===== config.mk =====
export PLATFORM = sky130hd
export DESIGN_NAME = lmsm_expander
export DESIGN_NICKNAME = d
export VERILOG_FILES = /design/src/rtl/lmsm_expander.sv
export SDC_FILE = /design/constraint.sdc
export NUM_CORES = 1
export LEC_CHECK = 0
export ABC_AREA = 1
export BUFFER_PORTS_ARGS = -buffer_cell sky130_fd_sc_hd__buf_2
export CAP_MARGIN = 0
export CORE_ASPECT_RATIO = 1.4
export CORE_UTILIZATION = 40
export DETAILED_ROUTE_END_ITERATION = 8
export PLACE_DENSITY = 0.64
export SYNTH_ARGS = -nofsm -noshare
export SYNTH_HDL_FRONTEND = slang
export SYNTH_SLANG_ARGS = --single-unit

===== constraint.sdc =====
create_clock -name clk -period 5.1 [get_ports clk]
set_input_delay 0.51 -clock clk [delete_from_list [all_inputs] [get_ports clk]]
set_output_delay 0.51 -clock clk [all_outputs]
set_load 0.01 [all_outputs]

===== src/rtl/lmsm_expander.sv =====
// ---------------------------------------------------------------------------
// lmsm_expander
//   Sits between the IF/ID register and the control decoder. Ordinary
//   instructions pass through a single output register stage. LM (0110) and
//   SM (0111) are expanded into a sequence of single LW (0100) / SW (0101)
//   micro-ops, so the decoder only ever sees opcodes it already handles.
//   Fetch is stalled (in_ready low) while an expansion is in progress.
//
// Ports
//   clk        in   1   clock
//   reset      in   1   synchronous, active-high reset
//   flush      in   1   pipeline flush (redirect); overrides accept/advance
//   in_instr   in   16  instruction from IF/ID: [15:12] op, [11:9] Ra, [7:0] list
//   in_pc      in   16  PC of in_instr
//   in_valid   in   1   in_instr valid
//   in_ready   out  1   expander accepts in_instr this cycle
//   out_instr  out  16  instruction / micro-op to the decoder
//   out_pc     out  16  PC of the originating instruction
//   out_valid  out  1   out_instr valid
//   out_last   out  1   final micro-op of an expansion (1 for pass-through/NOP)
//   out_ready  in   1   decoder consumes out_instr this cycle
//   busy       out  1   expansion in progress
// ---------------------------------------------------------------------------
module lmsm_expander #(
   parameter logic [15:0] NOP_INSTR = 16'hF000
) (
   input  logic        clk,
   input  logic        reset,
   input  logic        flush,
   input  logic [15:0] in_instr,
   input  logic [15:0] in_pc,
   input  logic        in_valid,
   output logic        in_ready,
   output logic [15:0] out_instr,
   output logic [15:0] out_pc,
   output logic        out_valid,
   output logic        out_last,
   input  logic        out_ready,
   output logic        busy
);

   localparam logic [3:0] OP_LW = 4'b0100;
   localparam logic [3:0] OP_SW = 4'b0101;
   localparam logic [3:0] OP_LM = 4'b0110;
   localparam logic [3:0] OP_SM = 4'b0111;

   typedef enum logic {IDLE, EXPAND} state_t;

   state_t      state_q, state_d;
   logic [7:0]  mask_q, mask_d;
   logic [7:0]  list_q, list_d;
   logic [2:0]  ra_q, ra_d;
   logic        lm_q, lm_d;
   logic [15:0] out_instr_q, out_instr_d;
   logic [15:0] out_pc_q, out_pc_d;
   logic        out_valid_q, out_valid_d;
   logic        out_last_q, out_last_d;

   // Next register to issue. For LM the base register is deferred to the end
   // so the address base survives until the final load.
   function automatic logic [2:0] pick_next(input logic [7:0] m,
                                            input logic       lm,
                                            input logic [2:0] ra);
      logic [7:0] elig;
      logic [2:0] idx;
      elig = m;
      if (lm) elig[ra] = 1'b0;
      idx = ra;
      for (int i = 7; i >= 0; i--) begin
         if (elig[i]) idx = i[2:0];
      end
      return idx;
   endfunction

   // Rank of bit i within the full list: the memory offset of Ri, which does
   // not depend on issue order.
   function automatic logic [2:0] rank_of(input logic [7:0] l,
                                          input logic [2:0] i);
      logic [2:0] cnt;
      cnt = 3'd0;
      for (int j = 0; j < 8; j++) begin
         if ((j < int'(i)) && l[j]) cnt = cnt + 3'd1;
      end
      return cnt;
   endfunction

   function automatic logic [15:0] make_uop(input logic       lm,
                                            input logic [2:0] i,
                                            input logic [2:0] ra,
                                            input logic [2:0] k);
      return {(lm ? OP_LW : OP_SW), i, ra, 3'b000, k};
   endfunction

   logic       load;
   logic       accept;
   logic       in_is_lmsm;
   logic       src_lm;
   logic [2:0] src_ra;
   logic [7:0] src_mask;
   logic [7:0] src_list;
   logic [2:0] idx;
   logic [7:0] rem;

   always_comb begin
      load       = ~out_valid_q | out_ready;
      in_ready   = (state_q == IDLE) & load & ~flush;
      accept     = in_valid & in_ready;
      in_is_lmsm = (in_instr[15:12] == OP_LM) | (in_instr[15:12] == OP_SM);

      // Micro-op source: fresh instruction while idle, latched state otherwise.
      if (state_q == IDLE) begin
         src_lm   = (in_instr[15:12] == OP_LM);
         src_ra   = in_instr[11:9];
         src_mask = in_instr[7:0];
         src_list = in_instr[7:0];
      end else begin
         src_lm   = lm_q;
         src_ra   = ra_q;
         src_mask = mask_q;
         src_list = list_q;
      end
      idx = pick_next(src_mask, src_lm, src_ra);
      rem = src_mask & ~(8'd1 << idx);

      state_d     = state_q;
      mask_d      = mask_q;
      list_d      = list_q;
      ra_d        = ra_q;
      lm_d        = lm_q;
      out_instr_d = out_instr_q;
      out_pc_d    = out_pc_q;
      out_valid_d = out_valid_q;
      out_last_d  = out_last_q;

      if (flush) begin
         state_d     = IDLE;
         mask_d      = 8'd0;
         out_instr_d = 16'd0;
         out_pc_d    = 16'd0;
         out_valid_d = 1'b0;
         out_last_d  = 1'b0;
      end else if (state_q == IDLE) begin
         if (accept) begin
            out_pc_d    = in_pc;
            out_valid_d = 1'b1;
            if (!in_is_lmsm) begin
               out_instr_d = in_instr;
               out_last_d  = 1'b1;
            end else if (in_instr[7:0] == 8'd0) begin
               out_instr_d = NOP_INSTR;
               out_last_d  = 1'b1;
            end else begin
               lm_d        = src_lm;
               ra_d        = src_ra;
               list_d      = src_list;
               out_instr_d = make_uop(src_lm, idx, src_ra, rank_of(src_list, idx));
               out_last_d  = (rem == 8'd0);
               mask_d      = rem;
               state_d     = (rem != 8'd0) ? EXPAND : IDLE;
            end
         end else if (load) begin
            out_valid_d = 1'b0;
         end
      end else if (load) begin
         out_instr_d = make_uop(src_lm, idx, src_ra, rank_of(src_list, idx));
         out_valid_d = 1'b1;
         out_last_d  = (rem == 8'd0);
         mask_d      = rem;
         state_d     = (rem == 8'd0) ? IDLE : EXPAND;
      end
   end

   always_ff @(posedge clk) begin
      if (reset) begin
         state_q     <= IDLE;
         mask_q      <= 8'd0;
         out_instr_q <= 16'd0;
         out_pc_q    <= 16'd0;
         out_valid_q <= 1'b0;
         out_last_q  <= 1'b0;
      end else begin
         state_q     <= state_d;
         mask_q      <= mask_d;
         out_instr_q <= out_instr_d;
         out_pc_q    <= out_pc_d;
         out_valid_q <= out_valid_d;
         out_last_q  <= out_last_d;
      end
      list_q <= list_d;
      ra_q   <= ra_d;
      lm_q   <= lm_d;
   end

   assign out_instr = out_instr_q;
   assign out_pc    = out_pc_q;
   assign out_valid = out_valid_q;
   assign out_last  = out_last_q;
   assign busy      = (state_q == EXPAND);

endmodule


==> reports/results.ini <==
[routing]
firstDrtPassIters = 4
ant_nets = 0
vias = 3195
wl_um = 8430
drt-vias-per-instance = 5.04
drtIter0Drc = 288
post-route-drc-count = 0
wire_per_inst_um = 13.3

[grt]
grt_pass1_vias = 2986
grt-ovfl-total = 0
grt_pass1_wl_um = 13700
grt_use_met2_pct = 39.4
grt_util_met1_pct = 22.9
grt_max_degree = 26
antenna_found_initial = 0
busiest_layer = met2
grt_use_total_pct = 20.8
use_met3_pct = 2.72

[cells_and_area]
nNetsFinal = 577
final_cell_mix = nand2_1 (112), buf_2 (72), inv_1 (58), a21oi_1 (47), dfxtp_1 (42)
drive_gt1_share_pct = 25.1
final_common_cell = nand2_1
syn_to_final_growth_pct = 19.5
antenna_cells = 0
fin_area_sq_um = 3780

[worst_setup_path]
worstPathArrival_ns = 4.88
path_max_fanout = 8
critPathCaptureType = flip-flop
slowest_stage = dfxtp_4
cp.required_ns = 5.33
slowest_delay_ns = 0.40
ff2ff_path_depth = 40
setup.worst_path.class = flip-flop to flip-flop
startpoint_type = flip-flop

[clock_network]
h-tree-depth = 2
cts_root_buffer = clkbuf_8
cts.sinks = 54
cts_buffers = 5
clock_path_buffers = 2
clock_latency_ns = 0.32
clkTransAtPathRegs_ns = 0.11
cts_hold_buf = 0
cts_tree = done

[synth]
synth.net_count = 505
synth_warnings = 0
synth_area_per_cell_sq_um = 6.86
synthAdderAreaFrac_pct = 2.77
synth_area_sq_um = 3160
synth_xor_area_share_pct = 0.554
synth_compound_area_share_pct = 17.8
ys_ff_latch = 54
synth_edf_count = 11
synth.distinct_cells = 35
async_flop_share_pct = 0
synth_seq_area_share_pct = 37.6
synthSimpleGateAreaFrac_pct = 30.1
synth_top_family_by_area = simple AND/OR/NAND/NOR gates
synthFlopType = dfxtp_1
yosys-mux-area-fraction_pct = 0
synthCells = 461

[power_and_ir_drop]
total_power_w = 0.000910
peakVddDrop_mv = 0.140
power_density_nw_per_um2 = 241
cellLeakagePower_nw = 1.85

[floorplan]
initial_utilization_pct = 41.1
die_h_um = 107
die_w_um = 77.2
dieArea_sq_um = 8280
design.core.area_sq_um = 7700
io_pins = 73
row_count = 38

[timing]
skew_ns = 0.00853
fmaxAchievable_ghz = 0.215
setup_viol = 0
period_needed_ns = 4.65
drv_slew = 0
hold_viol = 0
relSlewSlack_pct = 23.9
fin_crit_sh_pct = 91.2
worst_pin_slew_ns = 1.14

[hold_path]
min_path_cells = 3
min_path_type = primary input to flip-flop

[run]
max-cap-violations = 0

[placement]
dp_hpwl_um = 6510
place_area_sq_um = 3610
io_buffers = 72
globalplace.congestion = 0.971

[run_status]
status = finished clean

report_power, final:
group,internal [W],switching (W)
Sequential,0.000443,0.00000387
Clock,0.000149,0.000155
Combinational,0.0000543,0.000104
layout make-up:
type / instances / area (sq um)
clock inverter: 3 / 47.5
inverter: 72 / 278
clock buffer: 5 / 68.8
multi-input combinational: 320 / 1650
fill: 818 / 3920
tap: 100 / 125
sequential: 54 / 1190
timing repair buffer: 80 / 418
final timing paths:
check / slack [ns] / from / end
worst max-delay path: 0.45 / busy / out_instr[2]
worst min-delay path: 0.42 / in_pc[0] / out_pc[0]
worst max register to register: 0.45 / busy / out_instr[2]
worst min register to register: 0.47 / out_pc[5] / out_pc[5]
worst max-delay path: cells and delay by family, from the launching register on:
kind / cells / cell delay [ns]
AO/OA/AOI/OAI: 3 / 0.37
adder cells (fa/ha/maj): 4 / 0.95
buffers and inverters: 13 / 0.96
AND/OR/NAND/NOR: 19 / 1.70
flip-flops: 1 / 0.40
XOR/XNOR: 1 / 0.19
registers in the layout, summed over array words and instances, names as in the netlist:
register   count
busy           1
out_last       1
ra_q           3
out_valid      1
mask_q         8
lm_q           1
list_q         7
out_instr     16
out_pc        16
layer usage:
| layer | share of wire [%] | vias up | wire length (um) |
|---|---|---|---|
| li1 | - | 1625 | - |
| met1 | 40 | 1477 | 3330 |
| met2 | 54 | 74 | 4560 |
| met3 | 3.8 | 19 | 319 |
| met4 | 2.6 | 0 | 219 |
| met5 | 0 | - | 0 |
metrics by stage:
step / hold slack [ns] / util [%] / setup TNS, ns / cells / setup WS [ns]
2_1_floorplan: 0.454 / - / 0 / 461 / 0.712
3_3_place_gp: 0.450 / 46.9 / 0 / 623 / 0.325
3_5_place_dp: 0.454 / 46.9 / 0 / 623 / 0.150
4_1_cts: 0.405 / 48.4 / 0 / 631 / 0.122
5_1_grt: 0.407 / 49.1 / -0.0224 / 634 / -0.0224
6_report: 0.418 / 49.1 / 0 / 634 / 0.449
repair_timing:
item | in CTS | in global routing
endpoints found under the setup margin | 0 | 2
setup buffers | 0 | 3
resized for setup | 0 | 12
cells in the mapped netlist, types with 2 or more instances:
library cell | count | area, sq um
nand2_1 | 112 | 420
inv_1 | 58 | 218
a21oi_1 | 49 | 245
dfxtp_1 | 43 | 861
nor2_1 | 42 | 158
o21ai_0 | 27 | 135
nand3_1 | 26 | 130
clkbuf_1 | 11 | 41.3
edfxtp_1 | 11 | 330
nand2_2 | 10 | 62.6
inv_2 | 9 | 33.8
ha_1 | 7 | 87.6
nand2_4 | 7 | 78.8
nor3_1 | 5 | 25.0
o21ai_1 | 5 | 25.0
a31oi_1 | 4 | 25.0
clkinv_1 | 4 | 15.0
a21oi_4 | 3 | 48.8
nand3_2 | 3 | 30.0
nor2_2 | 3 | 18.8
o22ai_1 | 3 | 18.8
buf_6 | 2 | 22.5
nand4_1 | 2 | 12.5
o21bai_1 | 2 | 15.0
o221ai_1 | 2 | 17.5
xor2_1 | 2 | 17.5
cells by family (layout without fill, tap and decap cells):
logic type | Yosys count | count (layout)
buffers and inverters | 87 | 160
xor gates and xnor gates | 2 | 2
and+or+nand+nor | 212 | 212
AOI/OAI and AO/OA | 99 | 99
adders and majority gates | 7 | 7
DFF | 54 | 54
Power figures use the tool's default switching activity.
